==> config.mk <==
export PLATFORM = sky130hd
export DESIGN_NAME = rst_gen
export DESIGN_NICKNAME = d
export VERILOG_FILES = /design/src/rtl/rst_gen_pkg.sv /design/src/rtl/btn_debounce.sv /design/src/rtl/rst_gen.sv
export SDC_FILE = /design/constraint.sdc
export NUM_CORES = 1
export LEC_CHECK = 0
export BUFFER_PORTS_ARGS = -buffer_cell sky130_fd_sc_hd__buf_4
export CAP_MARGIN = 20
export CORE_MARGIN = 2
export CORE_UTILIZATION = 55
export DETAILED_ROUTE_END_ITERATION = 8
export PLACE_DENSITY = 0.74
export SLEW_MARGIN = 10
export SYNTH_ARGS = -nofsm -noshare
export SYNTH_HDL_FRONTEND = slang
export SYNTH_SLANG_ARGS = --single-unit
==> constraint.sdc <==
create_clock -name clk -period 2.1 [get_ports clk]
set_input_delay 0.525 -clock clk [delete_from_list [all_inputs] [get_ports clk]]
set_output_delay 0.525 -clock clk [all_outputs]
set_load 0.01 [all_outputs]
==> src/rtl/rst_gen_pkg.sv <==
// rst_gen_pkg: shared FSM state, reset-cause encodings and counter-width helper for rst_gen
package rst_gen_pkg;
  typedef enum logic [1:0] {HOLD, RELEASE, IDLE} state_t;
  localparam logic [1:0] CAUSE_POR  = 2'd0;
  localparam logic [1:0] CAUSE_BTN  = 2'd1;
  localparam logic [1:0] CAUSE_SW   = 2'd2;
  localparam logic [1:0] CAUSE_WDOG = 2'd3;
  function automatic int cnt_w(input int n);
    return (n > 1) ? $clog2(n) : 1;
  endfunction
endpackage

==> src/rtl/btn_debounce.sv <==
// btn_debounce: 2-flop synchronizer plus stability-window debouncer for an active-low push button
// Ports: clk, rst (async, active-high), btn_n (raw active-low button), pressed (debounced, active-high)
module btn_debounce
  import rst_gen_pkg::*;
#(
  parameter int DEB_CYCLES = 16
) (
  input  logic clk,
  input  logic rst,
  input  logic btn_n,
  output logic pressed
);
  localparam int W = cnt_w(DEB_CYCLES);
  logic s1_q, s2_q, deb_q, deb_d;
  logic [W-1:0] cnt_q, cnt_d;
  always_ff @(posedge clk or posedge rst) begin
    if (rst) begin
      s1_q  <= 1'b1;
      s2_q  <= 1'b1;
      deb_q <= 1'b1;
      cnt_q <= '0;
    end else begin
      s1_q  <= btn_n;
      s2_q  <= s1_q;
      deb_q <= deb_d;
      cnt_q <= cnt_d;
    end
  end
  // Any clock where the synchronized value agrees with the debounced one clears the count,
  // so a flip needs DEB_CYCLES consecutive disagreeing samples; the count never exceeds DEB_CYCLES-1.
  always_comb begin
    deb_d = deb_q;
    cnt_d = '0;
    if (s2_q != deb_q) begin
      if (cnt_q == W'(DEB_CYCLES - 1)) deb_d = s2_q;
      else cnt_d = cnt_q + 1'b1;
    end
  end
  assign pressed = ~deb_q;
endmodule

==> src/rtl/rst_gen.sv <==
// rst_gen: reset generator with debounced button, software and watchdog requests and staged release
// Ports: clk, rst (async, active-high), btn_n (raw active-low button), sw_req (1-cycle pulse),
//        wdog_req (level), rst_out[NUM_OUT] (registered domain resets), busy (state != IDLE),
//        cause (last reset cause: 0 power-on, 1 button, 2 software, 3 watchdog)
module rst_gen
  import rst_gen_pkg::*;
#(
  parameter int DEB_CYCLES  = 16,
  parameter int HOLD_CYCLES = 64,
  parameter int STAGE_GAP   = 8,
  parameter int NUM_OUT     = 3
) (
  input  logic               clk,
  input  logic               rst,
  input  logic               btn_n,
  input  logic               sw_req,
  input  logic               wdog_req,
  output logic [NUM_OUT-1:0] rst_out,
  output logic               busy,
  output logic [1:0]         cause
);
  localparam int HW = cnt_w(HOLD_CYCLES);
  localparam int GW = cnt_w(STAGE_GAP);
  localparam int IW = cnt_w(NUM_OUT);
  state_t state_q, state_d;
  logic [HW-1:0] hold_cnt_q, hold_cnt_d;
  logic [GW-1:0] stage_cnt_q, stage_cnt_d;
  logic [IW-1:0] idx_q, idx_d;
  logic [NUM_OUT-1:0] rst_out_q, rst_out_d;
  logic [1:0] cause_q, cause_d;
  logic pressed, req;
  btn_debounce #(.DEB_CYCLES(DEB_CYCLES)) u_deb (
    .clk(clk),
    .rst(rst),
    .btn_n(btn_n),
    .pressed(pressed)
  );
  assign req = wdog_req | sw_req | pressed;
  always_ff @(posedge clk or posedge rst) begin
    if (rst) begin
      state_q     <= HOLD;
      hold_cnt_q  <= '0;
      stage_cnt_q <= '0;
      idx_q       <= '0;
      rst_out_q   <= '1;
      cause_q     <= CAUSE_POR;
    end else begin
      state_q     <= state_d;
      hold_cnt_q  <= hold_cnt_d;
      stage_cnt_q <= stage_cnt_d;
      idx_q       <= idx_d;
      rst_out_q   <= rst_out_d;
      cause_q     <= cause_d;
    end
  end
  // A request always wins: it re-enters HOLD from anywhere with a fresh count, but only an
  // entry from outside HOLD records a new cause. idx_q names the next output to release.
  always_comb begin
    state_d     = state_q;
    hold_cnt_d  = hold_cnt_q;
    stage_cnt_d = stage_cnt_q;
    idx_d       = idx_q;
    rst_out_d   = rst_out_q;
    cause_d     = cause_q;
    if (req) begin
      state_d     = HOLD;
      hold_cnt_d  = '0;
      stage_cnt_d = '0;
      rst_out_d   = '1;
      if (state_q != HOLD) cause_d = wdog_req ? CAUSE_WDOG : pressed ? CAUSE_BTN : CAUSE_SW;
    end else begin
      case (state_q)
        HOLD: begin
          if (hold_cnt_q == HW'(HOLD_CYCLES - 1)) begin
            state_d      = (NUM_OUT > 1) ? RELEASE : IDLE;
            rst_out_d[0] = 1'b0;
            stage_cnt_d  = '0;
            idx_d        = IW'(1);
          end else begin
            hold_cnt_d = hold_cnt_q + 1'b1;
          end
        end
        RELEASE: begin
          if (stage_cnt_q == GW'(STAGE_GAP - 1)) begin
            rst_out_d[idx_q] = 1'b0;
            stage_cnt_d      = '0;
            if (idx_q == IW'(NUM_OUT - 1)) state_d = IDLE;
            else idx_d = idx_q + 1'b1;
          end else begin
            stage_cnt_d = stage_cnt_q + 1'b1;
          end
        end
        default: ;
      endcase
    end
  end
  assign rst_out = rst_out_q;
  assign busy    = state_q != IDLE;
  assign cause   = cause_q;
endmodule

==> summary.txt <==
Dpl hpwl -> 1720 um
Slew margin rel. -> 66.2%
Drt wl/cell -> 15.5 um
Main synth FF type -> dfrtp_1
Syn nets -> 130
Die width -> 52.7 um
Fin Setup TNS -> 0 ns
DR iter-0 viols -> 13
Rows -> 17
Avg Inst Size Synth -> 11.0 um^2
Final #Nets -> 142
Crit path required time -> 1.57 ns
CP Class -> flip-flop to output pin
Remaining DRCs -> 0
Area delta synth->final -> 9.41%
Post-synth EDFFs -> 0
Clock latency on the worst-skew pair -> 0.32 ns
Chip Height -> 52.7 um
Hold-fix buffers at CTS -> 0
Vias in the first global route -> 855
Buf+Inv Stages, Crit Path -> 1
Total power -> 0.744 mW
Ratio of total power to cell area -> 521 mW/mm^2
Cell family with most CP delay -> flip-flops
Routed vias/inst -> 6.03
Antenna Cells -> 0
Post-cts sizing count -> 0
Postcts setup bufs -> 0
Status -> completed
First-pass DRT Iterations -> 4
Routed via count -> 947
Clock sinks -> 25
YS warnings -> 0
Clock transition at the registers of the reported paths -> 0.14 ns
Worst path arrival time -> 1.30 ns
Reg2Reg Setup Slack -> 0.50 ns
Crit Reg-Reg Startpoint -> u_deb.deb_q
Hold Path Class -> input port to asynchronous set/reset pin
Critical Path Start Type -> flip-flop
Critical Path Sink Type -> output pin
Hold slack -> 0.239 ns
Commonest non-fill, non-tap cells in the layout -> dfrtp_1, buf_4, nand2_1
Core Area -> 0.00223 mm^2
Placer Congestion -> 0.829
Worst-path maximum fanout -> 18
Slew Limit Fails -> 0
Bufs on Longest Clock Path -> 2
Fin crit share -> 86.8%
First-pass GRT wire length -> 3950 um
Routed Antenna Nets -> 0
RSZ-0062 raised after global routing -> no
Root buffer cell -> clkbuf_4
Synth async-reset ratio -> 100%
Num CTS Buffers -> 3
Max rail drop VDD -> 390 uV
Commonest non-fill, non-tap cell in the layout -> dfrtp_1
Worst slew pin tran -> 0.505 ns
Synth Cell Area -> 0.00130 mm^2
Min Tclk post-route -> 1.82 ns
Proportion of layout cells with a drive suffix above 1 -> 21.7%
Endpoints failing hold -> 0
Worst slack, placed -> 0.419 ns
Sequential fraction of the synthesis area -> 48.6%
Depth of the CTS H-tree -> 1
Drt total wl -> 2430 um
Fin cells -> 157
Initial antenna violation count -> 0
Finish-stage setup viols -> 0
Synth Instances -> 118
FF-to-FF End -> idx_q[1]
Clock skew -> 0.00646 ns
Reg2Reg Depth -> 3
Ports -> 11
CP cell instances -> nand2b_1, buf_4
Number of library cell types mapped by synthesis -> 44
Pin count of the biggest net entering global routing -> 26
GRT Overall Usage -> 20.1%
Die ar. -> 0.00278 mm^2
F_max -> 549 MHz
Initial core utilization -> 58.4%
I/O Buffers -> 10
CTS tree -> built
Placed cells -> 153
Final Worst Setup Slack -> 0.277 ns
Leakage power -> 0.631 nW
Yosys reg bits -> 25
Remaining global-route overflow -> 0
Worst path slowest cell -> dfrtp_1
Highest cell delay on the worst timing path -> 0.68 ns
Max-cap violations -> 0
## cell usage after synthesis (2+ instances only)
library cell | count | area (um^2)
a211oi_1 | 2 | 15.0
a21o_1 | 4 | 30.0
a21oi_1 | 8 | 40.0
a311oi_1 | 2 | 17.5
a31oi_1 | 5 | 31.3
and4b_1 | 2 | 20.0
and4bb_1 | 2 | 25.0
clkbuf_1 | 3 | 11.3
dfrtp_1 | 19 | 475
dfstp_2 | 6 | 158
ha_1 | 7 | 87.6
inv_1 | 3 | 11.3
mux2i_1 | 2 | 20.0
nand2_1 | 9 | 33.8
nand2b_1 | 2 | 12.5
nand3_1 | 5 | 25.0
nor2_1 | 4 | 15.0
nor2b_1 | 2 | 12.5
nor3_2 | 2 | 20.0
o21ai_0 | 4 | 20.0
xnor2_1 | 2 | 17.5
## per-layer routing
metal / GRT usage, % / part of all wire, %
met1: 27.8 / 50
met2: 32.1 / 47
met3: 2.57 / 2.5
met4: 7.69 / 0.54
met5: 0 / 0
## cell families (layout without fill, tap and decap cells)
family	Yosys count	count (layout)	synth area share, %
buf+inv	8	19	2.88
simple gates	37	37	18.6
mux	3	3	2.40
flops	25	25	48.6
xor+xnor	2	2	1.34
compound gates	36	36	19.5
fa+ha+maj	7	7	6.72
## registers in the layout (all words and copies together) (netlist names)
signal and flops:
hold_cnt_q 6, u_deb.deb_q 1, u_deb.s1_q 1, rst_out 3, cause 2, u_deb.cnt_q 4
state_q 2, stage_cnt_q 3, idx_q 2, u_deb.s2_q 1
## final cells by class
type / instances / area, um^2
multi-input cells: 85 / 633
fillers: 176 / 807
clock inverters: 1 / 5.00
well taps: 28 / 35.0
clock buffers: 3 / 22.5
flip-flops and latches: 25 / 633
repair buffers: 11 / 82.6
inverters: 4 / 15.0
## worst max-delay path by stage
stage / to / slack [ns] / cells past startpoint / from
after floorplan: busy / 0.62 / 3 / state_q[0]
after global placement: idx_q[1] / 0.44 / 4 / wdog_req
after detailed placement: idx_q[1] / 0.42 / 4 / wdog_req
after CTS: busy / 0.27 / 2 / state_q[0]
after global routing: busy / 0.15 / 2 / state_q[0]
final: busy / 0.28 / 2 / state_q[0]
## power breakdown
group          internal [mW]  switching [mW]  total [mW]  leakage (nW)
Clock                 0.0712           0.144       0.215        0.0177
Combinational         0.0141          0.0181      0.0322         0.298
Sequential             0.490         0.00609       0.496         0.315
## stage by stage
stage | cell area [um^2] | utilization [%]
after floorplan | 1300 | -
after detailed placement | 1400 | 62.6
after global routing | 1430 | 63.9
final | 1430 | 63.9
after CTS | 1430 | 63.9
after global placement | 1400 | 62.6
## worst register-to-register path: cells and delay by family (launching register included)
kind / cells / cell delay [ns]
simple gates: 1 / 0.49
flops: 1 / 0.61
compound gates: 2 / 0.41
Note: power is estimated with default switching activity, not from simulation.
